## src/rtl/csa_booth_mult_ctrl.sv

```systemverilog
// csa_booth_mult_ctrl -- multi-cycle signed 32x32 radix-2 Booth multiplier
// sequencer built around one shared 32-bit carry-select adder.
//
// Ports:
//   clock           system clock, rising edge
//   reset           synchronous, active-high; clears all state
//   ctrl_mult       start strobe (restarts the operation if seen while busy)
//   data_operandA   multiplicand, two's complement, sampled on accepted start
//   data_operandB   multiplier, two's complement, sampled on accepted start
//   data_result     product[31:0]
//   data_exception  product does not fit in 32 signed bits
//   data_resultRDY  one-cycle result-valid pulse
//   busy            high while iterating (state RUN)
//
// Parameter HOLD_RESULT: 1 holds result/exception after the ready pulse,
// 0 clears them when the ready pulse drops.
// Optional macro MULT_ZERO_BYPASS_EN: a start with a zero operand skips the
// Booth iterations and reports a zero result one cycle later.

// One carry-select lane: both carry-in hypotheses computed in parallel.
module csa_lane #(
  parameter int VEC_W = 4
) (
  input  logic [VEC_W-1:0] a,
  input  logic [VEC_W-1:0] b,
  output logic [VEC_W-1:0] sum0,
  output logic [VEC_W-1:0] sum1,
  output logic             cout0,
  output logic             cout1
);
  assign {cout0, sum0} = {1'b0, a} + {1'b0, b};
  assign {cout1, sum1} = {1'b0, a} + {1'b0, b} + {{VEC_W{1'b0}}, 1'b1};
endmodule

// Carry-select adder: lanes precompute, the carry chain only steers muxes.
module csa_adder32 #(
  parameter int NUM_LANES = 8,
  parameter int VEC_W     = 4
) (
  input  logic [NUM_LANES*VEC_W-1:0] dataA,
  input  logic [NUM_LANES*VEC_W-1:0] dataB,
  input  logic                       Cin,
  output logic [NUM_LANES*VEC_W-1:0] Sum,
  output logic                       Cout,
  output logic                       Ovf
);
  localparam int W = NUM_LANES * VEC_W;

  logic [NUM_LANES-1:0][VEC_W-1:0] a_l, b_l, s0, s1, s_l;
  logic [NUM_LANES-1:0]            c0, c1;
  logic [NUM_LANES:0]              c;

  assign a_l  = dataA;
  assign b_l  = dataB;
  assign c[0] = Cin;

  for (genvar g = 0; g < NUM_LANES; g++) begin : g_lane
    csa_lane #(.VEC_W(VEC_W)) u_lane (
      .a(a_l[g]), .b(b_l[g]), .sum0(s0[g]), .sum1(s1[g]),
      .cout0(c0[g]), .cout1(c1[g])
    );
    assign s_l[g]  = c[g] ? s1[g] : s0[g];
    assign c[g+1]  = c[g] ? c1[g] : c0[g];
  end

  assign Sum  = s_l;
  assign Cout = c[NUM_LANES];
  // Signed overflow: like-signed operands producing an opposite-signed sum.
  assign Ovf  = (dataA[W-1] == dataB[W-1]) && (Sum[W-1] != dataA[W-1]);
endmodule

module csa_booth_mult_ctrl #(
  parameter bit HOLD_RESULT = 1'b1
) (
  input  logic        clock,
  input  logic        reset,
  input  logic        ctrl_mult,
  input  logic [31:0] data_operandA,
  input  logic [31:0] data_operandB,
  output logic [31:0] data_result,
  output logic        data_exception,
  output logic        data_resultRDY,
  output logic        busy
);
  typedef enum logic {IDLE, RUN} state_t;

  state_t      state, state_nxt;
  logic [31:0] m, hi, lo;
  logic        q1;
  logic [5:0]  cnt;

  logic [31:0] add_a, add_b, add_sum;
  logic        add_cin, add_ovf, cout_unused;
  logic [31:0] step_hi, sh_hi, sh_lo;
  logic        step_sign, sh_q1;
  logic        start_zero;

`ifdef MULT_ZERO_BYPASS_EN
  logic zpend;  // zero-operand start accepted last edge; report next edge
  assign start_zero = (data_operandA == 32'd0) || (data_operandB == 32'd0);
`else
  assign start_zero = 1'b0;
`endif

  assign busy = (state == RUN);

  // Adder operands: {LO[0],Q1}=10 subtracts M via ~M + 1.
  always_comb begin
    add_a   = hi;
    add_b   = m;
    add_cin = 1'b0;
    if (lo[0] && !q1) begin
      add_b   = ~m;
      add_cin = 1'b1;
    end
  end

  csa_adder32 #(.NUM_LANES(8), .VEC_W(4)) u_add (
    .dataA(add_a), .dataB(add_b), .Cin(add_cin),
    .Sum(add_sum), .Cout(cout_unused), .Ovf(add_ovf)
  );

  // One Booth step. The true sign of the 33-bit sum (Sum[31]^Ovf) is what
  // shifts into HI[31], which keeps the product exact even for M=0x80000000.
  always_comb begin
    step_hi   = hi;
    step_sign = hi[31];
    if (lo[0] ^ q1) begin
      step_hi   = add_sum;
      step_sign = add_sum[31] ^ add_ovf;
    end
    sh_hi = {step_sign, step_hi[31:1]};
    sh_lo = {step_hi[0], lo[31:1]};
    sh_q1 = lo[0];
  end

  always_ff @(posedge clock) begin
    if (reset) state <= IDLE;
    else       state <= state_nxt;
  end

  always_comb begin
    state_nxt = state;
    case (state)
      IDLE: if (ctrl_mult && !start_zero) state_nxt = RUN;
      RUN: begin
        if (ctrl_mult)               state_nxt = start_zero ? IDLE : RUN;
        else if (cnt == 6'd31)       state_nxt = IDLE;
      end
      default: state_nxt = IDLE;
    endcase
  end

  always_ff @(posedge clock) begin
    if (reset) begin
      m              <= '0;
      hi             <= '0;
      lo             <= '0;
      q1             <= 1'b0;
      cnt            <= '0;
      data_result    <= '0;
      data_exception <= 1'b0;
      data_resultRDY <= 1'b0;
`ifdef MULT_ZERO_BYPASS_EN
      zpend          <= 1'b0;
`endif
    end else begin
      data_resultRDY <= 1'b0;
      if (!HOLD_RESULT && data_resultRDY) begin
        data_result    <= '0;
        data_exception <= 1'b0;
      end
      // A start always wins, including over a step that would complete.
      if (ctrl_mult) begin
        m   <= data_operandA;
        hi  <= '0;
        lo  <= data_operandB;
        q1  <= 1'b0;
        cnt <= '0;
      end else if (state == RUN) begin
        hi  <= sh_hi;
        lo  <= sh_lo;
        q1  <= sh_q1;
        cnt <= cnt + 6'd1;
        if (cnt == 6'd31) begin
          data_result    <= sh_lo;
          data_exception <= (sh_hi != {32{sh_lo[31]}});
          data_resultRDY <= 1'b1;
        end
      end
`ifdef MULT_ZERO_BYPASS_EN
      zpend <= ctrl_mult && start_zero;
      if (zpend) begin
        data_result    <= '0;
        data_exception <= 1'b0;
        data_resultRDY <= 1'b1;
      end
`endif
    end
  end
endmodule

```

## config.mk

```make
export PLATFORM = sky130hd
export DESIGN_NAME = csa_booth_mult_ctrl
export DESIGN_NICKNAME = d
export VERILOG_FILES = /design/src/rtl/csa_booth_mult_ctrl.sv
export SDC_FILE = /design/constraint.sdc
export NUM_CORES = 1
export LEC_CHECK = 0
export CORE_MARGIN = 4
export CORE_UTILIZATION = 29
export CTS_CLUSTER_DIAMETER = 120
export DETAILED_ROUTE_END_ITERATION = 16
export PLACE_DENSITY = 0.52
export SETUP_SLACK_MARGIN = 0.2
export SLEW_MARGIN = 20
export SYNTH_ARGS = -nofsm -noshare
export SYNTH_HDL_FRONTEND = slang
export SYNTH_SLANG_ARGS = --single-unit
```

## constraint.sdc

```tcl
create_clock -name clock -period 6.65 [get_ports clock]
set_input_delay 0.665 -clock clock [delete_from_list [all_inputs] [get_ports clock]]
set_output_delay 0.665 -clock clock [all_outputs]
set_load 0.1 [all_outputs]
```

# Word-level counts from Yosys, hierarchy flattened
# Cells that the tools add are included.
# totals
regBits	138
input_bits	67
# op_classes
addsub	17
n_eq_ne	4
muxes	26
bitwise	5
reduce_logical	7
# op_table
operator	count
2-to-1 mux 32 bit	4
adder 4 x 4 -> 5 bit	7
adder 5 x 1 -> 5 bit, second input constant	7
2-to-1 mux 4 bit	8
!= test 32 bit	1
NOT 32 bit	1
2-to-1 mux 1 bit	13
adder 6 x 1 -> 6 bit, second input constant	1
== test 6 x 5 -> 1 bit, second input constant	1
adder 4 x 1 -> 4 bit, second input constant	1
adder 4 bit	1
AND reduction 3 bit	1
OR reduction 3 bit	1
logical AND 1 bit	2
NOT 1 bit	2
one-hot mux 1 bit (2 select lines)	1
nonzero test 2 bit	1
OR reduction 2 bit	1
XOR 1 bit	2
== test 1 bit	1
zero test 1 bit	1
!= test 1 bit	1

# Depth between registers and ports, before layout
# logic_depth
word_depth	18
mapped_depth	23
depth_no_buf	21

# Modules after synthesis
# A second synthesis with hierarchy kept.
# unflattened
hier_cells	925
area_unflattened_um2	8326.7
# modules_own_cells
mod	instances	cells_each	area_per_inst_um2	seq_area_each_um2
csa_booth_mult_ctrl	1	699	6107.1	2762.6
csa_lane	8	20	195.2	0.0
csa_adder32	1	66	658.1	0.0

# Worst setup path before layout
# Ideal clock, no wire load.
# synth_timing
path_kind	register to register
from	reg lo[0]
to	reg data_exception
setup_ns	0.142
t_arrival_ns	6.092
t_required_ns	6.508
path_slack_ns	0.416
path_stages_with_launch	23
n_path_buf	2
period_less_slack_ns	6.234
cell_sequence	dfxtp_1 ha_1 buf_2 buf_1 xor2_1 ha_1 fa_1 ha_1 nand2_1 a2111oi_0 or4_4 a21oi_4 a21oi_2 nor4_4 mux2i_2 mux2i_4 mux2i_4 mux2i_4 xnor3_1 mux2_2 a211o_1 o41ai_2 a31oi_1
# synth_via
elab_chain_cells	17
# synth_lines
item	line_no	rtl
from (decl)	88	logic [31:0] m, hi, lo;
from (signal assigned)	177	lo <= data_operandB;
from (signal assigned)	182	lo <= sh_lo;
logical AND 1 bit	112	if (lo[0] && !q1) begin
2-to-1 mux 32 bit	112	
adder 4 x 4 -> 5 bit	31, 32	
adder 5 x 1 -> 5 bit	32	assign {cout1, sum1} = {1'b0, a} + {1'b0, b} + {{VEC_W{1'b0}}, 1'b1};
2-to-1 mux 1 bit (7 in series)	63	assign c[g+1] = c[g] ? c1[g] : c0[g];
2-to-1 mux 4 bit	62	assign s_l[g] = c[g] ? s1[g] : s0[g];
!= test 1 bit	69	assign Ovf = (dataA[W-1] == dataB[W-1]) && (Sum[W-1] != dataA[W-1]);
logical AND 1 bit	69	
XOR 1 bit	130	step_sign = add_sum[31] ^ add_ovf;
2-to-1 mux 1 bit	128	if (lo[0] ^ q1) begin
!= test 32 bit (*)	187	data_exception <= (sh_hi != {32{sh_lo[31]}});
to (signal assigned)	187	
to (decl)	81	output logic data_exception,
# Every way passes the cells marked *; elsewhere a longest branch is shown, timed or not.
# A chain may end at the register's enable or synchronous reset.

# Worst setup path after layout
# layout_timing
from	reg q1
to	reg data_exception
# layout_via
elab_chain_cells	18
# layout_lines
item	line_no	rtl
from (decl)	89	logic q1;
from (signal assigned)	183	q1 <= sh_q1;
zero test 1 bit	112	
logical AND 1 bit	112	
2-to-1 mux 32 bit	112	
adder 4 x 4 -> 5 bit	31, 32	
adder 5 x 1 -> 5 bit	32	
2-to-1 mux 1 bit (7 in series)	63	
2-to-1 mux 4 bit	62	
!= test 1 bit	69	
logical AND 1 bit	69	
XOR 1 bit	130	
2-to-1 mux 1 bit	128	
!= test 32 bit (*)	187	
# Marks and branches as above.

==> impl_metrics.csv <==
group,metric,value,unit
run_status,status,"finished, final reports clean",
die,die_h,175,um
power_and_ir_drop,switching_power,625,uW
clock_network,cts_made_buffers,17,
finish,final_cell_mix,"nor2_1, dfxtp_1, clkdlybuf4s50_1, nand2_1, mux2i_1",
setup_path,end_kind,"flip-flop",
timing,skew,16.1,ps
setup_path,path_class,"flip-flop to flip-flop",
timing,setup_viol,0,
routing,ant_nets,0,
routing,drt-initial-drc-count,256,
timing,rsz0062_at_grt,"no",
power_and_ir_drop,seq_power_share,39.8,%
setup_path,critPathCapture,"data_exception",
setup_path,r2r_end,"data_exception",
die,ios,102,
placed_design,place.gp.congestion,0.760,
synth,syn_area,8120,sq um
clock_network,post_cts_hold_buffer_count,0,
clock_network,clk_path_buf_depth,2,
synth,synth_area_leader_cell,"dfxtp_1",
setup_path,timing.reg2reg.worst_path_depth,21,
synth,synth_nets,1081,
timing,relSlewSlack,31.5,%
power_and_ir_drop,ir_drop,0.138,mV
placed_design,io_buffers,101,
clock_network,clock_sink_count,138,
setup_path,cp_max_fo,7,
synth,ys_ff_latch,138,
synth,yosysSeqAreaShare,34.0,%
synth,syn_area_per_cell,8.41,sq um
clock_network,clkLatencyLatePin,430,ps
min_path,hold_path.class,"flip-flop to flip-flop",
clock_network,htreeDepth,4,
routing,firstDrtPassIters,4,
die,dieWidth,175,um
clock_network,cts-root-buf,"clkbuf_16",
setup_path,crit_path_start_kind,"flip-flop",
routing,vias,6575,
routing,drc,0,
global_route,gr-total-overflow,0,
global_route,grt_pass1_vias,6719,
global_route,gr-usage-all-layers,13.4,%
power_and_ir_drop,p_sw_share,28.4,%
synth,synthTopCellsByArea,"dfxtp_1, mux2i_1, nor2_1",
power_and_ir_drop,comb_power_share,14.5,%
finish,fillerInstances,2790,
power_and_ir_drop,cellPowerDensity,218,nW/um^2
clock_network,path_clk_slew,60,ps
setup_path,path_cells,"inv_1, ha_2, xor2_1, ha_1, fa_1, ha_1, nand2_1, or4b_1, o21ai_2, a21oi_4, and3_2, nor4_4, mux2i_4, mux2i_4, mux2i_4, mux2i_4, xnor3_1, mux2_2, a211o_1, o41ai_2, a31oi_1",
job,maxCapViolations,0,
timing,drv_slew,0,
finish,layout_commonest_cell,"nor2_1",
timing,fmax,165,MHz
setup_path,cp_slowest_cell,"fa_1",
setup_path,max_stage_delay,550,ps
setup_path,cp-startpoint,"q1",
timing,finalCritPeriodShare,90.9,%
timing,final_hold_viol_count,0,
global_route,grt_max_degree,66,
synth,synth_edf_count,0,
synth,synth_warnings,0,
power_and_ir_drop,total_power,2.20,mW
setup_path,cp_data_arrival_time,6320,ps
routing,vias_per_cell,4.61,
global_route,antenna_found_initial,0,
synth,syn_inst,965,
finish,drive_above_1_share,7.12,%
finish,num_antenna_cells,0,
setup_path,r2r_setup_slack,600,ps
finish,synthToLayoutAreaGrowth,24.2,%
placed_design,hpwl,14000,um
synth,ys_types,61,
timing,tns,0,ps
setup_path,cp.required,6930,ps
clock_network,cts_tree,"yes",
power_and_ir_drop,power_leakage,4.08,nW
routing,routed_wl,20200,um
power_and_ir_drop,p_clk_share,45.8,%
synth,synth_ff_type,"dfxtp_1",
synth,synth-async-reset-ratio,0,%
power_and_ir_drop,power.internal,1.58,mW
global_route,grt_pass1_wl,34200,um
timing,period_needed,6050,ps
die,core_area,27300,sq um
setup_path,regToRegStartpoint,"q1",
die,start_util,29.8,%
routing,post_drt_wl_per_cell,14.2,um
die,dieArea,30700,sq um
die,rows,60,
finish,nets,1157,
synth,synth_top_area_share,34.0,%
timing,worstMarginPinSlew,1020,ps
setup_path,cpMostUsedCell,"mux2i_4",
-- synth_stat cells (10+ instances only) --
cell	count
dfxtp_1	138
inv_1	29
xor2_1	49
nand2_1	97
nor2_1	162
buf_1	15
mux2i_1	96
nand3_1	15
a21oi_1	90
xnor2_1	27
nor2b_1	10
ha_1	41
o21ai_0	28
nor3_1	12
clkbuf_1	37
-- cells by family (layout without fill, tap and decap cells) --
logic type	after synthesis	count (layout)	synth area share, %
flops	138	138	34.0
buf+inv	84	173	4.09
compound gates	158	158	11.4
fa+ha+maj	49	49	8.29
mux	109	109	14.1
xor+xnor	79	79	8.96
simple gates	348	348	19.1
-- stage by stage --
stage / setup slack (ps) / utilization [%] / hold WS (ps) / cell area [sq um] / instances
5_1_grt: 265 / 37.0 / 478 / 10100 / 1426
3_3_place_gp: 665 / 34.6 / 445 / 9430 / 1391
4_1_cts: 508 / 36.9 / 458 / 10000 / 1423
6_report: 605 / 37.0 / 455 / 10100 / 1426
3_5_place_dp: 540 / 34.6 / 448 / 9430 / 1391
2_1_floorplan: 416 / - / 444 / 8120 / 965
-- what timing repair did --
item                                    4_1_cts  5_1_grt
resized for setup                             0        1
endpoints found under the setup margin        0        1
setup buffers                                 0        3
-- worst min-delay path by stage --
stage	startpoint	endpoint	depth (start not counted)
after floorplan	lo[2]	data_result[1]	2
after detailed placement	data_result[0]	data_result[0]	2
after global routing	data_result[2]	data_result[2]	2
after CTS	data_result[0]	data_result[0]	2
final	data_result[0]	data_result[0]	2
after global placement	data_result[30]	data_result[30]	2
-- flip-flops by register name, indices dropped and copies added, names as in the netlist --
signal and cells:
data_exception 1, m 32, data_result 32, q1 1
cnt 6, add_a 32, data_resultRDY 1, busy 1
lo 32
-- layer usage --
metal  vias to the layer above  global-route usage, %  routed length (um)
met5                         -                      0                   0
met4                         0                   3.90                 322
met3                        15                   2.15                 439
met2                        80                   21.7                9090
met1                      3022                   18.6               10400
li1                       3458                      -                   -
-- power by group through the flow --
stage / clock (mW) / sequential, mW / combinational (mW)
3_5_place_dp: 0 / 0.895 / 0.320
6_report: 1.01 / 0.876 / 0.319
2_1_floorplan: 0 / 0.889 / 0.232
5_1_grt: 1.07 / 0.880 / 0.360
3_3_place_gp: 0 / 0.894 / 0.318
4_1_cts: 1.04 / 0.876 / 0.323
-- layout make-up --
| class | instances | area [sq um] | area share, % |
|---|---|---|---|
| Clock buffer | 17 | 425 | 4.22 |
| Clock inverter | 15 | 190 | 1.89 |
| Inverter | 29 | 109 | 1.08 |
| Multi-Input combinational cell | 743 | 5030 | 49.9 |
| Sequential cell | 138 | 2770 | 27.5 |
| Tap cell | 372 | 465 | 4.62 |
| Timing Repair Buffer | 112 | 1090 | 10.8 |
-- critical path, delay by kind of cell, from the launching register on --
kind                       cells  cell delay (ps)
muxes                          5             1810
adders and majority gates      4             1170
xor gates and xnor gates       2              490
buffers and inverters          1               50
AOI/OAI and AO/OA              5              850
DFF                            1              330
and+or+nand+nor                4             1210
Power figures use the tool's default switching activity.
